File: config.mk
export PLATFORM = sky130hd
export DESIGN_NAME = arch_maptable_flat
export DESIGN_NICKNAME = d
export VERILOG_FILES = /design/src/rtl/arch_maptable_pkg.sv /design/src/rtl/arch_maptable_if.sv /design/src/rtl/arch_maptable.sv /design/src/flat_wrapper.sv
export SDC_FILE = /design/constraint.sdc
export NUM_CORES = 1
export LEC_CHECK = 0
export ABC_AREA = 1
export BUFFER_PORTS_ARGS = -buffer_cell sky130_fd_sc_hd__buf_2
export CORE_MARGIN = 2
export CORE_UTILIZATION = 53
export DETAILED_ROUTE_END_ITERATION = 8
export GPL_ROUTABILITY_DRIVEN = 1
export PLACE_DENSITY = 0.83
export SYNTH_ARGS = -nofsm -noshare
export SYNTH_HDL_FRONTEND = slang
export SYNTH_SLANG_ARGS = --single-unit
File: constraint.sdc
create_clock -name clock -period 2 [get_ports clock]
set_input_delay 0.4 -clock clock [delete_from_list [all_inputs] [get_ports clock]]
set_output_delay 0.4 -clock clock [all_outputs]
set_load 0.005 [all_outputs]
File: src/rtl/arch_maptable_pkg.sv
// Shared definitions for the architectural (committed) map table:
// sizing constants, retire/free/recovery packet types and the identity map.
package arch_maptable_pkg;

    localparam int SUPERSCALAR_WAYS = 3;
    localparam int N_ARCH_REG       = 32;
    localparam int N_PHYS_REG_BITS  = 6;
    localparam int ZERO_REG         = 31;
    localparam int AR_IDX_BITS      = $clog2(N_ARCH_REG);

    typedef logic [AR_IDX_BITS-1:0]     ar_idx_t;
    typedef logic [N_PHYS_REG_BITS-1:0] pr_idx_t;

    typedef logic [N_ARCH_REG-1:0][N_PHYS_REG_BITS-1:0] map_t;

    typedef struct packed {
        logic    enable;
        ar_idx_t ar_idx;
        pr_idx_t t_idx;
        pr_idx_t told_idx;
    } retire_maptable_packet_t;

    typedef struct packed {
        logic    valid;
        pr_idx_t pr_idx;
    } freed_reg_packet_t;

    typedef struct packed {
        map_t                  map;
        logic [N_ARCH_REG-1:0] done;
    } maptable_packet_t;

    // Architectural register i maps to physical register i after reset.
    function automatic map_t identity_map();
        map_t m;
        for (int i = 0; i < N_ARCH_REG; i++) begin
            m[i] = N_PHYS_REG_BITS'(i);
        end
        return m;
    endfunction

endpackage

File: src/rtl/arch_maptable_if.sv
// Retire-side bundle of the committed map table: retire ways in, recovery
// map, freed registers and the told-mismatch flag out.
interface arch_maptable_if;
    import arch_maptable_pkg::*;

    retire_maptable_packet_t [SUPERSCALAR_WAYS-1:0] retire_in;
    maptable_packet_t                               recovery_maptable;
    freed_reg_packet_t       [SUPERSCALAR_WAYS-1:0] freelist_out;
    logic                                           told_mismatch;

    // ROB / retire logic side
    modport master (
        output retire_in,
        input  recovery_maptable,
        input  freelist_out,
        input  told_mismatch
    );

    // Map table side
    modport slave (
        input  retire_in,
        output recovery_maptable,
        output freelist_out,
        output told_mismatch
    );

endinterface

File: src/rtl/arch_maptable.sv
// Committed (architectural) register map table. Retiring ways update the
// map in way order (youngest wins), release their previous tag to the free
// list and are cross-checked against the committed mapping; any disagreement
// raises a sticky told_mismatch flag.
module arch_maptable
    import arch_maptable_pkg::*;
(
    input  logic          clock,
    input  logic          reset,
    arch_maptable_if.slave bus
);

    localparam ar_idx_t ZERO_AR = AR_IDX_BITS'(ZERO_REG);

    map_t                        map_q;
    map_t                        map_d;
    logic                        told_mismatch_q;
    logic                        told_mismatch_d;
    logic [SUPERSCALAR_WAYS-1:0] active;
    pr_idx_t                     told_exp [SUPERSCALAR_WAYS];
    logic                        mismatch_any;

    // A way participates only when enabled and not targeting the zero register.
    always_comb begin
        active = '0;
        for (int i = 0; i < SUPERSCALAR_WAYS; i++) begin
            active[i] = bus.retire_in[i].enable &&
                        (bus.retire_in[i].ar_idx != ZERO_AR);
        end
    end

    // Next committed map: apply active writes oldest to youngest so the
    // youngest way targeting a register wins.
    always_comb begin
        map_d = map_q;
        for (int i = 0; i < SUPERSCALAR_WAYS; i++) begin
            if (active[i]) begin
                map_d[bus.retire_in[i].ar_idx] = bus.retire_in[i].t_idx;
            end
        end
    end

    // Expected previous tag per way: bypass from the youngest older active way
    // with the same destination, otherwise the committed entry.
    always_comb begin
        mismatch_any = 1'b0;
        for (int i = 0; i < SUPERSCALAR_WAYS; i++) begin
            told_exp[i] = map_q[bus.retire_in[i].ar_idx];
            for (int j = 0; j < i; j++) begin
                if (active[j] &&
                    (bus.retire_in[j].ar_idx == bus.retire_in[i].ar_idx)) begin
                    told_exp[i] = bus.retire_in[j].t_idx;
                end
            end
            if (active[i] && (bus.retire_in[i].told_idx != told_exp[i])) begin
                mismatch_any = 1'b1;
            end
        end
        told_mismatch_d = told_mismatch_q | mismatch_any;
    end

    // Outputs: recovery map includes this cycle's retires; reset masks
    // everything back to the identity map with no frees.
    always_comb begin
        bus.recovery_maptable.map  = reset ? identity_map() : map_d;
        bus.recovery_maptable.done = '1;
        for (int i = 0; i < SUPERSCALAR_WAYS; i++) begin
            bus.freelist_out[i].valid  = active[i] && !reset;
            bus.freelist_out[i].pr_idx = bus.retire_in[i].told_idx;
        end
        bus.told_mismatch = told_mismatch_q;
    end

    // State register; reset discards any retires presented in the same cycle.
    always_ff @(posedge clock) begin
        if (reset) begin
            map_q           <= identity_map();
            told_mismatch_q <= 1'b0;
        end else begin
            map_q           <= map_d;
            told_mismatch_q <= told_mismatch_d;
        end
    end

endmodule

File: src/flat_wrapper.sv
// flat-port wrapper written by rule: the top's interface ports become plain ports
module arch_maptable_flat import arch_maptable_pkg::*;
  (clock, reset, bus_retire_in, bus_recovery_maptable, bus_freelist_out, bus_told_mismatch);
  arch_maptable_if bus_i ();
  input  logic clock;
  input  logic reset;
  input wire logic [$bits(bus_i.retire_in)-1:0] bus_retire_in;
  output wire logic [$bits(bus_i.recovery_maptable)-1:0] bus_recovery_maptable;
  output wire logic [$bits(bus_i.freelist_out)-1:0] bus_freelist_out;
  output wire logic [$bits(bus_i.told_mismatch)-1:0] bus_told_mismatch;
  assign bus_i.retire_in = bus_retire_in;
  assign bus_recovery_maptable = bus_i.recovery_maptable;
  assign bus_freelist_out = bus_i.freelist_out;
  assign bus_told_mismatch = bus_i.told_mismatch;
  arch_maptable u_core (.clock(clock), .reset(reset), .bus(bus_i));
endmodule
==> results of run 1 <==
## metal layers
layer / GRT overflow / global-route usage [%]
met2: 79 / 94.9
met3: 2 / 75.9
met5: 0 / 56.9
met1: 3 / 84.1
met4: 56 / 83.5
## repair_timing
action,CTS
setup endpoints to repair,188
buffers inserted,205
pin swaps,251
resized for setup,640
gates cloned,15
## through the flow
step | hold slack, ns | instances | TNS [ns] | setup slack, ns | cell area, um2
after detailed placement | 0.511 | 3960 | -101.91 | -0.657 | 22300
after CTS | 0.347 | 4211 | -60.06 | -0.443 | 26400
after floorplan | 0.455 | 3100 | -7.84 | -0.175 | 18300
after global placement | 0.521 | 3960 | -88.48 | -0.580 | 22300
## cell families after synthesis
group	count (synthesis)
flops	193
simple gates	1448
xor+xnor	9
buf+inv	517
compound gates	901
other cells	1
## Yosys cell counts, types with 2 or more instances
master                     number  area share [%]
sky130_fd_sc_hd__inv_4          4            0.14
sky130_fd_sc_hd__nor2_2        28             1.0
sky130_fd_sc_hd__a211oi_1       4            0.17
sky130_fd_sc_hd__buf_2         57             1.6
sky130_fd_sc_hd__buf_4         68             2.9
sky130_fd_sc_hd__nand2_1     1015              22
sky130_fd_sc_hd__nor2_1       173             3.7
sky130_fd_sc_hd__nand2_4        2            0.13
sky130_fd_sc_hd__dfxtp_1      193              22
sky130_fd_sc_hd__o21bai_1       2           0.086
sky130_fd_sc_hd__clkbuf_1      92             2.0
sky130_fd_sc_hd__o21ai_0      450              13
sky130_fd_sc_hd__nor2_4        18             1.2
sky130_fd_sc_hd__nand3_2        4            0.23
sky130_fd_sc_hd__buf_6         14            0.90
sky130_fd_sc_hd__o21ai_1       13            0.37
sky130_fd_sc_hd__nor3_1         9            0.26
sky130_fd_sc_hd__o211ai_2       2            0.14
sky130_fd_sc_hd__nand3_1      100             2.9
sky130_fd_sc_hd__nand4_1       64             2.3
sky130_fd_sc_hd__clkinv_1       8            0.17
sky130_fd_sc_hd__a221oi_1      12            0.60
sky130_fd_sc_hd__a21oi_4        2            0.19
sky130_fd_sc_hd__inv_1        210             4.5
sky130_fd_sc_hd__or2_2          2           0.071
sky130_fd_sc_hd__o22ai_1       25            0.89
sky130_fd_sc_hd__inv_2         54             1.2
sky130_fd_sc_hd__nor3_2        12            0.68
sky130_fd_sc_hd__o211ai_1      98             4.2
sky130_fd_sc_hd__nand2_2        7            0.25
sky130_fd_sc_hd__a21oi_1      266             7.6
sky130_fd_sc_hd__o221ai_1      22             1.1
sky130_fd_sc_hd__buf_1         10            0.21
sky130_fd_sc_hd__xor2_1         9            0.45
sky130_fd_sc_hd__nor3_4        11             1.0
==> out/metrics.yaml, run 1 <==
synth:
  synthMuxAreaShare_pct: 0
  synth-edff-count: 0
  synth_top_family_by_area: "simple AND/OR/NAND/NOR gates"
  synth.ff_latch_count: 193
  synth-seq-area-share_pct: 22.0
  synth-adder-area-share_pct: 0
  synth-main-ff-cell: "sky130_fd_sc_hd__dfxtp_1"
  synth-xor-area-share_pct: 0.449
  share_of_the_synthesized_area_in_compound_gates_ao_oa_aoi_oai_pct: 28.4
  synth.yosys.warnings: 0
  ys_async_sr_fraction_pct: 0
  syn-mean-instance-area_um2: 5.72
  yosysUniqueCellTypes: 44
  syn-cell-area_um2: 17600
  netlist_instances: 3069
  synthSimpleGateAreaFrac_pct: 35.5
run_status:
  tool.error: "[ERROR GRT-0232] Routing congestion too high. Check the congestion heatmap in the GUI."
  outcome: "stopped before the end"
  lastStage: "global routing (5_1_grt)"
clock_network:
  clk_root_buffer_cell: "sky130_fd_sc_hd__clkbuf_16"
  cts_hold_buffers_added: 0
  depth_of_the_cts_h_tree: 4
  clockBufferDepth: 2
  cts_buffers: 17
  cts_num_sinks: 193
global_route:
  grt_start_max_net_pins: 61
  total_gr_overflow: 140
  track_usage_pct: 84.5
placement:
  port_buffers: 269
  detailed_placement_hpwl_um: 75900
  gp_routability_congestion: 1.21
timing:
  crit_endpoint: "bus_recovery_maptable[193]"
  worstEndpointType: "primary output"
floorplan:
  row_count: 66
  floorplan.die.width_um: 186
  design.portCount: 302
  initial_core_util_pct: 53.9
  die_span_y_um: 186
==> run 2: changes to the inputs <==
--- a/config.mk
+++ b/config.mk
@@ -8,10 +8,10 @@
 export ABC_AREA = 1
 export BUFFER_PORTS_ARGS = -buffer_cell sky130_fd_sc_hd__buf_2
 export CORE_MARGIN = 2
-export CORE_UTILIZATION = 53
+export CORE_UTILIZATION = 40
 export DETAILED_ROUTE_END_ITERATION = 8
 export GPL_ROUTABILITY_DRIVEN = 1
-export PLACE_DENSITY = 0.83
+export PLACE_DENSITY_LB_ADDON = 0.15
 export SYNTH_ARGS = -nofsm -noshare
 export SYNTH_HDL_FRONTEND = slang
 export SYNTH_SLANG_ARGS = --single-unit
==> constraint.sdc (replaced) <==
create_clock -name clock -period 2.6 [get_ports clock]
set_input_delay 0.52 -clock clock [delete_from_list [all_inputs] [get_ports clock]]
set_output_delay 0.52 -clock clock [all_outputs]
set_load 0.005 [all_outputs]
==> run 2 against run 1 <==
The flow now finishes, with violations (setup timing). Synthesized cell count unchanged. Synthesized area did not move.
==> out/metrics.yaml, run 2 <==
synth:
  syn-cell-area_um2: 17600  # unchanged
  synth_most_common_cell: "sky130_fd_sc_hd__nand2_1"  # unchanged
  synth-seq-area-share_pct: 22.0  # unchanged
  synth_top_cells_by_area: "sky130_fd_sc_hd__dfxtp_1 (22%), sky130_fd_sc_hd__nand2_1 (22%), sky130_fd_sc_hd__o21ai_0 (13%), sky130_fd_sc_hd__a21oi_1 (7.6%), sky130_fd_sc_hd__inv_1 (4.5%)"  # unchanged
  synth.yosys.warnings: 0  # unchanged
  synth-main-ff-cell: "sky130_fd_sc_hd__dfxtp_1"  # unchanged
  synth_commonest_cells: "sky130_fd_sc_hd__nand2_1 (1015), sky130_fd_sc_hd__o21ai_0 (450), sky130_fd_sc_hd__a21oi_1 (266)"  # unchanged
  synth.ff_latch_count: 193  # unchanged
  yosysUniqueCellTypes: 44  # unchanged
  synth-edff-count: 0  # unchanged
  netlist_instances: 3069  # unchanged
  synth_top_cell_area_share_pct: 22.0  # unchanged
  ys_async_sr_fraction_pct: 0  # unchanged
  syn-mean-instance-area_um2: 5.72  # unchanged
  synth_largest_area_cell: "sky130_fd_sc_hd__dfxtp_1"  # unchanged
run_status:
  outcome: "complete, but fails checks"  # was stopped before the end
  violations: "setup timing"
timing:
  finalClockSkew_ns: 0.0148
  maxSlewViolCount: 0
  actual_transition_at_the_worst_max_transition_pin_ns: 0.906
  hold-worst-slack_ns: 0.349
  setup_violations: 166
  layout_worst_path_cycle_share_pct: 108
  finalHoldViolations: 0
  relative_max_transition_margin_pct: 39.5
  rsz0062_at_grt: "true"
  layout_min_cycle_time_ns: 2.80
  fmax_ghz: 0.357
  post-route-worst-setup-slack_ns: -0.198
critical_path:
  crit_slowest_cell: "sky130_fd_sc_hd__a21oi_1"
  timing.critical_path.cells: "buf_6 > clkinvlp_4 > buf_6 > nor2_4 > clkinv_4 > buf_12 > nor2_4 > buf_6 > inv_1 > o21ai_2 > o22ai_1 > a21oi_1 > buf_2"
  critPathMaxFanout: 6
  critPathKind: "input pin to output pin"
  cp-start-kind: "input pin"
  timing.critical_path.arrival_ns: 2.28
  ff2ff_setup_slack_ns: 0.38
  cpMostUsedCell: "sky130_fd_sc_hd__buf_6"
  cp_data_required_time_ns: 2.08
  slowest_delay_ns: 0.21
  worst_setup_path_end_kind: "output pin"
drt:
  routed_wire_length_per_instance_um: 26.7
  first_pass_iters: 7
  detailedRoute.firstIterationViolations: 3707
  detail-route-antenna-nets: 0
  detailroute.via_count: 26300
  viasPerCell: 6.04
  wl_um: 116000
  drcViolationCount: 0
global_route:
  grt_start_max_net_pins: 82
  initial_antenna_violation_count: 3
  grt_pass1_vias: 23200
  total_gr_overflow: 0
  track_usage_pct: 48.3
  first_pass_grt_wire_length_um: 157000
pwr:
  worst_ir_drop_vdd_v: 0.000483
  power_mw: 9.25
  leakagePower_nw: 12.1
  power_density_cells_nw_per_um2: 348
finish:
  areaGrowthSynthToFinish_pct: 51.3
  n_fill_cell: 4077
  number_of_flip_flops_under_the_largest_register_name: 192
  final_net_count: 3801
  final_layout_size_suffix_gt1_share_pct: 37.9
  largest_register: "u_core.map_q"
  most-common-layout-cells: "sky130_fd_sc_hd__nand2_1 (976), sky130_fd_sc_hd__buf_4 (440), sky130_fd_sc_hd__buf_2 (255)"
  multiInputGateArea_um2: 13100
  most_frequent_standard_cell_in_the_layout_excluding_fill_and_tap_cells: "sky130_fd_sc_hd__nand2_1"
  seqCellArea_um2: 3860
floorplan:
  coreArea_um2: 43200
  design.portCount: 302  # unchanged
  die_area_um2: 45600
  floorplan.die.width_um: 213  # was 186 um
  initial_core_util_pct: 40.7  # was 53.9%
  die_span_y_um: 213  # was 186 um
  row_count: 76  # was 66
placement:
  port_buffers: 269  # unchanged
  detailed_placement_hpwl_um: 83200  # was 75900 um
  gp_routability_congestion: 1.09  # was 1.21
clock_network:
  clk_root_buffer_cell: "sky130_fd_sc_hd__clkbuf_16"  # unchanged
  clockBufferDepth: 2  # unchanged
  depth_of_the_cts_h_tree: 4  # unchanged
  worst_skew_pair.late_latency_ns: 0.53
  clk_pin_slew_ns: 0.07
  cts_tree: "done"
  cts_num_sinks: 193  # unchanged
  cts_buffers: 17  # unchanged
hold_path:
  hold_path.class: "input pin to register"
flow_run:
  timing.max_cap.violations: 0
[run 2: cell counts after synthesis]
No cell type changed its count.
[run 2: what timing repair did]
| item | CTS | global route |
|---|---|---|
| gates resized for setup | 412 | 512 |
| setup endpoints to repair | 186 | 192 |
| buffers inserted | 114 | 88 |
| cloned | 7 | 6 |
| hold buffers | 0 | 0 |
| pin swaps | 117 | 193 |
[run 2: stage by stage]
step                util (%)  area, um2  setup WS (ns)  instances  setup TNS (ns)
floorplan                  -      17700          0.140       3100               0
global placement        50.5      21800         -0.332       4101          -29.30
detailed placement      50.5      21800         -0.396       4101          -32.75
CTS                     56.7      24500         -0.122       4253           -2.93
global route            61.5      26600         -0.232       4342          -21.16
finish                  61.5      26600         -0.198       4343          -12.24
[run 2: worst paths after layout]
check / end / depth (start not counted) / start
worst max register to register: u_core.map_q[32] / 14 / u_core.map_q[32]
worst min-delay path: u_core.map_q[71] / 4 / reset
worst min register to register: u_core.map_q[191] / 2 / u_core.map_q[191]
worst max-delay path: bus_recovery_maptable[120] / 13 / bus_retire_in[17]
[run 2: logic make-up after synthesis]
kind of cell	after synthesis	share of synthesized area, %
AOI/OAI and AO/OA	901	28.4
xor gates and xnor gates	9	0.449
buffers and inverters	517	13.6
DFF	193	22.0
other	1	0.0214
and+or+nand+nor	1448	35.5
[run 2: metal layers]
layer	wire (um)	global-route usage, %	up-vias
met1	43300	63.1	12100
met3	17000	15.7	550
met5	12	0	-
met2	47100	68.3	2126
li1	-	-	11500
met4	8430	30.5	2
[run 2: final cells by class]
type / count / area share [%]
multi-input cells: 2390 / 49.2
repair buffers: 860 / 26.2
flip-flops and latches: 193 / 14.5
inverters: 276 / 4.67
well taps: 585 / 2.76
clock buffers: 18 / 1.65
clock inverters: 13 / 0.711
repair inverters: 7 / 0.198
diodes: 1 / 0.00942
[run 2: report_power, final]
group / internal [mW] / switching (mW) / total (mW)
registers: 3.04 / 0.134 / 3.18
logic: 1.09 / 1.95 / 3.04
clock network: 1.57 / 1.46 / 3.03
total: 5.70 / 3.55 / 9.25
[run 2: worst max-delay path, delay by kind of cell]
| kind | cells | cell delay, ns |
|---|---|---|
| buffers and inverters | 8 | 1.05 |
| AO/OA/AOI/OAI | 3 | 0.44 |
| AND/OR/NAND/NOR | 2 | 0.25 |
Note: power is estimated with default switching activity, not from simulation.
